<file path="config.mk">
export PLATFORM = sky130hd
export DESIGN_NAME = seven_seg_scanner_flat
export DESIGN_NICKNAME = d
export VERILOG_FILES = /design/src/rtl/seven_seg_scanner_if.sv /design/src/rtl/seven_seg_scanner.sv /design/src/flat_wrapper.sv
export SDC_FILE = /design/constraint.sdc
export NUM_CORES = 1
export LEC_CHECK = 0
export BUFFER_PORTS_ARGS = -buffer_cell sky130_fd_sc_hd__buf_4
export CELL_PAD_IN_SITES_DETAIL_PLACEMENT = 1
export CELL_PAD_IN_SITES_GLOBAL_PLACEMENT = 1
export CORE_MARGIN = 2
export CORE_UTILIZATION = 48
export DETAILED_ROUTE_END_ITERATION = 8
export HOLD_SLACK_MARGIN = 0.03
export PLACE_DENSITY_LB_ADDON = 0.1
export SLEW_MARGIN = 5
export SYNTH_ARGS = -nofsm -noshare
export SYNTH_HDL_FRONTEND = slang
export SYNTH_SLANG_ARGS = --single-unit
</file>
<file path="constraint.sdc">
create_clock -name clk -period 2.6 [get_ports clk]
set_clock_uncertainty 0.05 [all_clocks]
set_input_delay 0.13 -clock clk [delete_from_list [all_inputs] [get_ports clk]]
set_output_delay 0.13 -clock clk [all_outputs]
set_load 0.005 [all_outputs]
</file>
<file path="src/rtl/seven_seg_scanner_if.sv">
// Bus bundle for the seven_seg_scanner: value/control inputs from the datapath
// side and the multiplexed display pins plus load handshake back.
interface seven_seg_scanner_if #(
  parameter int NUM_DIGITS = 4
);
  logic                    en;
  logic                    load;
  logic [4*NUM_DIGITS-1:0] digits;
  logic                    negative;
  logic                    blank_lz;
  logic [NUM_DIGITS-1:0]   dp_mask;
  logic [NUM_DIGITS-1:0]   blink_mask;
  logic [6:0]              segments;
  logic                    dp;
  logic [NUM_DIGITS-1:0]   anodes;
  logic                    frame_done;
  logic                    busy;

  modport master (
    output en, load, digits, negative, blank_lz, dp_mask, blink_mask,
    input  segments, dp, anodes, frame_done, busy
  );

  modport slave (
    input  en, load, digits, negative, blank_lz, dp_mask, blink_mask,
    output segments, dp, anodes, frame_done, busy
  );
endinterface

</file>
<file path="src/rtl/seven_seg_scanner.sv">
// Time-multiplexed N-digit common-anode 7-segment driver with hex decode,
// leading-zero blanking, per-digit dp/blink and a double-buffered value load.
module seven_seg_scanner #(
  parameter int NUM_DIGITS  = 4,
  parameter int REFRESH_DIV = 250000,
  parameter int BLINK_TICKS = 512,
  parameter bit SIGN_EN     = 1'b1
) (
  input logic               clk,
  input logic               rst_n,
  seven_seg_scanner_if.slave bus
);
  localparam int IDX_W   = (NUM_DIGITS > 1) ? $clog2(NUM_DIGITS) : 1;
  localparam int PRE_W   = $clog2(REFRESH_DIV);
  localparam int BLK_W   = $clog2(BLINK_TICKS + 1);
  localparam int NUM_VAL = SIGN_EN ? NUM_DIGITS - 1 : NUM_DIGITS;
  localparam logic [IDX_W-1:0]      IDX_LAST = IDX_W'(NUM_DIGITS - 1);
  localparam logic [PRE_W-1:0]      PRE_LAST = PRE_W'(REFRESH_DIV - 1);
  localparam logic [BLK_W-1:0]      BLK_LAST = BLK_W'(BLINK_TICKS - 1);
  localparam logic [NUM_DIGITS-1:0] ONE_HOT0 = NUM_DIGITS'(1);

  function automatic logic [6:0] hex_to_seg(input logic [3:0] nib);
    case (nib)
      4'h0: hex_to_seg = 7'h40;  4'h1: hex_to_seg = 7'h79;
      4'h2: hex_to_seg = 7'h24;  4'h3: hex_to_seg = 7'h30;
      4'h4: hex_to_seg = 7'h19;  4'h5: hex_to_seg = 7'h12;
      4'h6: hex_to_seg = 7'h02;  4'h7: hex_to_seg = 7'h78;
      4'h8: hex_to_seg = 7'h00;  4'h9: hex_to_seg = 7'h10;
      4'hA: hex_to_seg = 7'h08;  4'hB: hex_to_seg = 7'h03;
      4'hC: hex_to_seg = 7'h46;  4'hD: hex_to_seg = 7'h21;
      4'hE: hex_to_seg = 7'h06;  4'hF: hex_to_seg = 7'h0E;
      default: hex_to_seg = 7'h7F;
    endcase
  endfunction

  logic [PRE_W-1:0]        prescaler_r;
  logic [IDX_W-1:0]        index_r;
  logic [BLK_W-1:0]        tick_cnt_r;
  logic                    blink_phase_r;
  logic [4*NUM_DIGITS-1:0] pend_digits_r, disp_digits_r;
  logic                    pend_neg_r, disp_neg_r;
  logic                    pend_lz_r, disp_lz_r;
  logic [NUM_DIGITS-1:0]   pend_dp_r, disp_dp_r;
  logic [NUM_DIGITS-1:0]   pend_blink_r, disp_blink_r;
  logic                    busy_r, frame_done_r;
  logic [6:0]              seg_r;
  logic                    dp_r;
  logic [NUM_DIGITS-1:0]   anodes_r;

  logic                    tick_s, wrap_s, blink_off_s;
  logic [3:0]              nib_s;
  logic [NUM_DIGITS-1:0]   lz_blank_s;
  logic [6:0]              digit_seg_s, seg_s;
  logic                    dp_s;
  logic [NUM_DIGITS-1:0]   anodes_s;

  assign tick_s = (prescaler_r == PRE_LAST);
  assign wrap_s = tick_s && (index_r == IDX_LAST);

  // Refresh prescaler, scan index and blink timebase; free-running regardless of en.
  always_ff @(posedge clk or negedge rst_n) begin
    if (!rst_n) begin
      prescaler_r   <= '0;
      index_r       <= '0;
      tick_cnt_r    <= '0;
      blink_phase_r <= 1'b0;
    end else if (tick_s) begin
      prescaler_r <= '0;
      index_r     <= wrap_s ? '0 : index_r + IDX_W'(1);
      if (tick_cnt_r == BLK_LAST) begin
        tick_cnt_r    <= '0;
        blink_phase_r <= ~blink_phase_r;
      end else begin
        tick_cnt_r <= tick_cnt_r + BLK_W'(1);
      end
    end else begin
      prescaler_r <= prescaler_r + PRE_W'(1);
    end
  end

  // Pending/display double buffer; the swap reads the old pending so a load on the wrap cycle waits a frame.
  always_ff @(posedge clk or negedge rst_n) begin
    if (!rst_n) begin
      pend_digits_r <= '0;  disp_digits_r <= '0;
      pend_neg_r    <= 1'b0; disp_neg_r   <= 1'b0;
      pend_lz_r     <= 1'b0; disp_lz_r    <= 1'b0;
      pend_dp_r     <= '0;  disp_dp_r     <= '0;
      pend_blink_r  <= '0;  disp_blink_r  <= '0;
      busy_r        <= 1'b0;
      frame_done_r  <= 1'b0;
    end else begin
      frame_done_r <= wrap_s && busy_r;
      if (wrap_s && busy_r) begin
        disp_digits_r <= pend_digits_r;
        disp_neg_r    <= pend_neg_r;
        disp_lz_r     <= pend_lz_r;
        disp_dp_r     <= pend_dp_r;
        disp_blink_r  <= pend_blink_r;
      end
      if (bus.load) begin
        pend_digits_r <= bus.digits;
        pend_neg_r    <= bus.negative;
        pend_lz_r     <= bus.blank_lz;
        pend_dp_r     <= bus.dp_mask;
        pend_blink_r  <= bus.blink_mask;
        busy_r        <= 1'b1;
      end else if (wrap_s) begin
        busy_r <= 1'b0;
      end
    end
  end

  // Leading-zero mask: walk value positions from the top while every nibble seen so far is zero.
  always_comb begin
    logic zero_run;
    zero_run   = 1'b1;
    lz_blank_s = '0;
    for (int i = NUM_DIGITS - 1; i >= 0; i--) begin
      if (i < NUM_VAL) begin
        zero_run      = zero_run & (disp_digits_r[4*i +: 4] == 4'h0);
        lz_blank_s[i] = disp_lz_r & zero_run & (i > 0);
      end else begin
        lz_blank_s[i] = 1'b0;
      end
    end
  end

  // Next pin values for the digit currently selected by the scan index.
  always_comb begin
    nib_s       = disp_digits_r[{index_r, 2'b00} +: 4];
    blink_off_s = blink_phase_r & disp_blink_r[index_r];
    if (SIGN_EN && (index_r == IDX_LAST)) begin
      digit_seg_s = disp_neg_r ? 7'h3F : 7'h7F;
    end else if (lz_blank_s[index_r]) begin
      digit_seg_s = 7'h7F;
    end else begin
      digit_seg_s = hex_to_seg(nib_s);
    end
    if (!bus.en) begin
      seg_s    = 7'h7F;
      dp_s     = 1'b1;
      anodes_s = {NUM_DIGITS{1'b1}};
    end else begin
      seg_s    = blink_off_s ? 7'h7F : digit_seg_s;
      dp_s     = ~(disp_dp_r[index_r] & ~blink_off_s);
      anodes_s = ~(ONE_HOT0 << index_r);
    end
  end

  // Registered display pins.
  always_ff @(posedge clk or negedge rst_n) begin
    if (!rst_n) begin
      seg_r    <= 7'h7F;
      dp_r     <= 1'b1;
      anodes_r <= {NUM_DIGITS{1'b1}};
    end else begin
      seg_r    <= seg_s;
      dp_r     <= dp_s;
      anodes_r <= anodes_s;
    end
  end

  assign bus.segments   = seg_r;
  assign bus.dp         = dp_r;
  assign bus.anodes     = anodes_r;
  assign bus.frame_done = frame_done_r;
  assign bus.busy       = busy_r;
endmodule
</file>
<file path="src/flat_wrapper.sv">
// flat-port wrapper written by rule: the top's interface ports become plain ports
module seven_seg_scanner_flat 
#(
  parameter int NUM_DIGITS  = 4,
  parameter int REFRESH_DIV = 250000,
  parameter int BLINK_TICKS = 512,
  parameter bit SIGN_EN     = 1'b1
)
  (clk, rst_n, bus_en, bus_load, bus_digits, bus_negative, bus_blank_lz, bus_dp_mask, bus_blink_mask, bus_segments, bus_dp, bus_anodes, bus_frame_done, bus_busy);
  seven_seg_scanner_if #(.NUM_DIGITS(NUM_DIGITS)) bus_i ();
  input logic clk;
  input logic rst_n;
  input wire logic [$bits(bus_i.en)-1:0] bus_en;
  input wire logic [$bits(bus_i.load)-1:0] bus_load;
  input wire logic [$bits(bus_i.digits)-1:0] bus_digits;
  input wire logic [$bits(bus_i.negative)-1:0] bus_negative;
  input wire logic [$bits(bus_i.blank_lz)-1:0] bus_blank_lz;
  input wire logic [$bits(bus_i.dp_mask)-1:0] bus_dp_mask;
  input wire logic [$bits(bus_i.blink_mask)-1:0] bus_blink_mask;
  output wire logic [$bits(bus_i.segments)-1:0] bus_segments;
  output wire logic [$bits(bus_i.dp)-1:0] bus_dp;
  output wire logic [$bits(bus_i.anodes)-1:0] bus_anodes;
  output wire logic [$bits(bus_i.frame_done)-1:0] bus_frame_done;
  output wire logic [$bits(bus_i.busy)-1:0] bus_busy;
  assign bus_i.en = bus_en;
  assign bus_i.load = bus_load;
  assign bus_i.digits = bus_digits;
  assign bus_i.negative = bus_negative;
  assign bus_i.blank_lz = bus_blank_lz;
  assign bus_i.dp_mask = bus_dp_mask;
  assign bus_i.blink_mask = bus_blink_mask;
  assign bus_segments = bus_i.segments;
  assign bus_dp = bus_i.dp;
  assign bus_anodes = bus_i.anodes;
  assign bus_frame_done = bus_i.frame_done;
  assign bus_busy = bus_i.busy;
  seven_seg_scanner #(.NUM_DIGITS(NUM_DIGITS), .REFRESH_DIV(REFRESH_DIV), .BLINK_TICKS(BLINK_TICKS), .SIGN_EN(SIGN_EN)) u_core (.clk(clk), .rst_n(rst_n), .bus(bus_i));
endmodule
</file>
==> flow_summary_export.csv <==
group,metric,value,unit
timing,tns,0,ps
layout,fin_nets,461,
global_routing,grt_pass1_wl,16.7,mm
route,ant_nets,0,
timing,tightest_slew,491,ps
timing,slew_headroom,67.1,%
route,drt-total-wl,9.89,mm
synthesis,synth.most_common_cell,"dfrtp_1",
timing,clock.fmax,438,MHz
setup_path,critPathKind,"reg2reg",
setup_path,cp_max_fo,8,
clock_network,root_buffer,"clkbuf_8",
setup_path,reg2reg_depth,7,
floorplanning,num_rows,34,
clock_network,h-tree-depth,3,
route,firstDrtPassIters,4,
setup_path,r2r_slack,310,ps
clock_network,clk_pin_slew,100,ps
synthesis,ys_warn_count,0,
floorplanning,die_w,99.9,um
synthesis,synth_ff_type,"dfrtp_1",
layout,drive_gt1_share,30.4,%
synthesis,yosysTopAreaCellShare,48.2,%
synthesis,yosysSeqAreaShare,55.4,%
synthesis,yosysUniqueCellTypes,48,
layout,finalNonFillerCells,532,
floorplanning,start_util,50.1,%
synthesis,synth_edf_count,0,
timing,fin_crit,2290,ps
placed_design,gp_congestion,0.823,
route,routedWlPerCell,18.6,um
synthesis,synth_largest_area_cell,"dfrtp_1",
clock_network,cts_tree,"done",
synthesis,synth.area.top_cells,"dfrtp_1, mux2_2, dfstp_2, mux2_1, mux4_2",
clock_network,cts_resized,0,
floorplanning,core_area,8810,sq um
synthesis,async_flop_share,100,%
layout,syn_to_final_growth,21.8,%
synthesis,netlist_top_cells_count,"dfrtp_1, mux2_2, nand2_1",
placed_design,io_buffers,43,
global_routing,first_global_vias,3227,
placed_design,place_inst,488,
route,route.detailed.drc,0,
placed_design,hpwlAfterDp,6.62,mm
clock_network,cts_made_buffers,9,
setup_path,rr_endpoint,"u_core.bus.segments[3]$_DFF_PN1_",
synthesis,synth_area,4410,sq um
timing,finalMaxSlewViolations,0,
flow_run,drv_cap,0,
floorplanning,num_io_pins,44,
synthesis,syn_nets,383,
power,p_per_area,514,nW/um^2
timing,setup-violations-final,0,
global_routing,grt_antenna_before_repair,0,
route,vias,2966,
setup_path,r2r_start,"u_core.index_r[0]$_DFFE_PN0N_",
synthesis,synth_seq_cells,97,
setup_path,start_kind,"flop",
floorplanning,die_y,99.9,um
timing,grt_setup_unrepaired,"no",
run_status,status,"finished clean",
global_routing,globalRouteTotalUtil,21.6,%
clock_network,clk_latency,360,ps
power,irDropWorstVdd,0.000365,V
timing,period_share,87.9,%
clock_network,cts_sinks,97,
layout,insertedDiodeCount,0,
timing,final_hold_viol_count,0,
worst_hold_path,hold_class,"in2async",
setup_path,critPathArrivalTime,2510,ps
route,vias_per_cell,5.58,
synthesis,avgSynthCellArea,12.9,sq um
power,p_leak,0.00242,uW
route,drtIter0Drc,112,
floorplanning,die-area,9970,sq um
setup_path,required,2830,ps
global_routing,grt-ovfl-total,0,
clock_network,cts.path.max_buffers,2,
synthesis,synthCells,341,
global_routing,grt_max_degree,48,
setup_path,cp-end-kind,"flop",
## worst max-delay path, cell delays in order (launching register included)
cell	delay (ps)
dfrtp_1	580
mux4_2	630
inv_1	160
ha_1	160
inv_1	50
mux4_2	450
inv_1	70
nand2_1	50
## stage by stage
stage | total power [uW] | util (%) | setup slack, ps | hold WS, ps | cell area, sq um
after global placement | 1750 | 55.5 | 412 | 38.5 | 4890
after floorplan | 1660 | - | 462 | -216 | 4410
after detailed placement | 1750 | 55.5 | 313 | 44.1 | 4890
after global routing | 2870 | 61.0 | 178 | 198 | 5370
final | 2760 | 61.0 | 314 | 187 | 5370
after CTS | 2800 | 61.0 | 306 | 180 | 5370
## timing repair
| item | 4_1_cts | 5_1_grt |
|---|---|---|
| setup buffers | 0 | 0 |
| endpoints found under the hold margin | 60 | 0 |
| hold buffers | 28 | 0 |
## cells by family after synthesis
logic type / Yosys count / synth area share (%)
flip-flops: 97 / 55.4
AND/OR/NAND/NOR: 92 / 11.9
multiplexers: 65 / 18.3
AO/OA/AOI/OAI: 32 / 4.82
buffers and inverters: 24 / 2.50
XOR/XNOR: 19 / 3.77
adder cells (fa/ha/maj): 12 / 3.40
## layer usage
metal / vias to the layer above / part of all wire (%) / global-route usage [%]
met5: - / 0 / 0
met4: 0 / 0.88 / 6.11
met3: 6 / 2.9 / 3.83
met2: 55 / 48 / 33.7
met1: 1522 / 49 / 31.5
li1: 1383 / - / -
## worst max-delay path by stage
stage	startpoint	to	slack (ps)	cells past startpoint
detailed placement	u_core.index_r[0]$_DFFE_PN0N_	u_core.bus.segments[3]$_DFF_PN1_	310	7
global placement	u_core.index_r[0]$_DFFE_PN0N_	u_core.bus.segments[3]$_DFF_PN1_	410	7
CTS	u_core.index_r[0]$_DFFE_PN0N_	u_core.bus.segments[3]$_DFF_PN1_	310	7
global route	u_core.index_r[0]$_DFFE_PN0N_	u_core.bus.segments[3]$_DFF_PN1_	180	7
floorplan	u_core.index_r[0]$_DFFE_PN0N_	u_core.bus.segments[3]$_DFF_PN1_	460	8
finish	u_core.index_r[0]$_DFFE_PN0N_	u_core.bus.segments[3]$_DFF_PN1_	310	7
## state kept, by name, indices dropped and copies added (netlist names)
| signal | count |
|---|---|
| u_core.blink_phase_r | 1 |
| u_core.bus.anodes | 4 |
| u_core.bus.busy | 1 |
| u_core.bus.dp | 1 |
| u_core.bus.frame_done | 1 |
| u_core.bus.segments | 7 |
| u_core.disp_blink_r | 4 |
| u_core.disp_digits_r | 16 |
| u_core.disp_dp_r | 4 |
| u_core.disp_lz_r | 1 |
| u_core.disp_neg_r | 1 |
| u_core.index_r | 2 |
| u_core.pend_blink_r | 4 |
| u_core.pend_digits_r | 16 |
| u_core.pend_dp_r | 4 |
| u_core.pend_lz_r | 1 |
| u_core.pend_neg_r | 1 |
| u_core.prescaler_r | 18 |
| u_core.tick_cnt_r | 10 |
## power breakdown
group	leakage (uW)	total, uW	switching (uW)	internal [uW]
sequential	0.00124	1580	24.1	1560
clock	0.0000925	1010	552	453
combinational	0.00109	175	71.0	104
## cell usage in the layout (no fill, tap or decap), drive strengths merged, types with 4 or more instances in the layout
| master | instances |
|---|---|
| o21ai | 10 |
| nand4 | 9 |
| a21oi | 4 |
| mux4 | 7 |
| dfstp | 12 |
| a211oi | 4 |
| nor2 | 15 |
| buf | 51 |
| mux2 | 55 |
| dfrtp | 85 |
| clkbuf | 9 |
| nor4 | 8 |
| xor2 | 9 |
| nand3 | 13 |
| ha | 12 |
| nand2 | 21 |
| dlygate4sd3 | 28 |
| inv | 14 |
| xnor2 | 10 |
| nor3 | 6 |
## area by class of cell
class | count | area [sq um]
fillers | 879 | 3430
clock inverters | 7 | 78.8
well taps | 108 | 135
clock buffers | 9 | 124
multi-input cells | 220 | 1860
flip-flops and latches | 97 | 2440
repair buffers | 79 | 688
inverters | 12 | 45.0
Note: power is estimated with default switching activity, not from simulation.
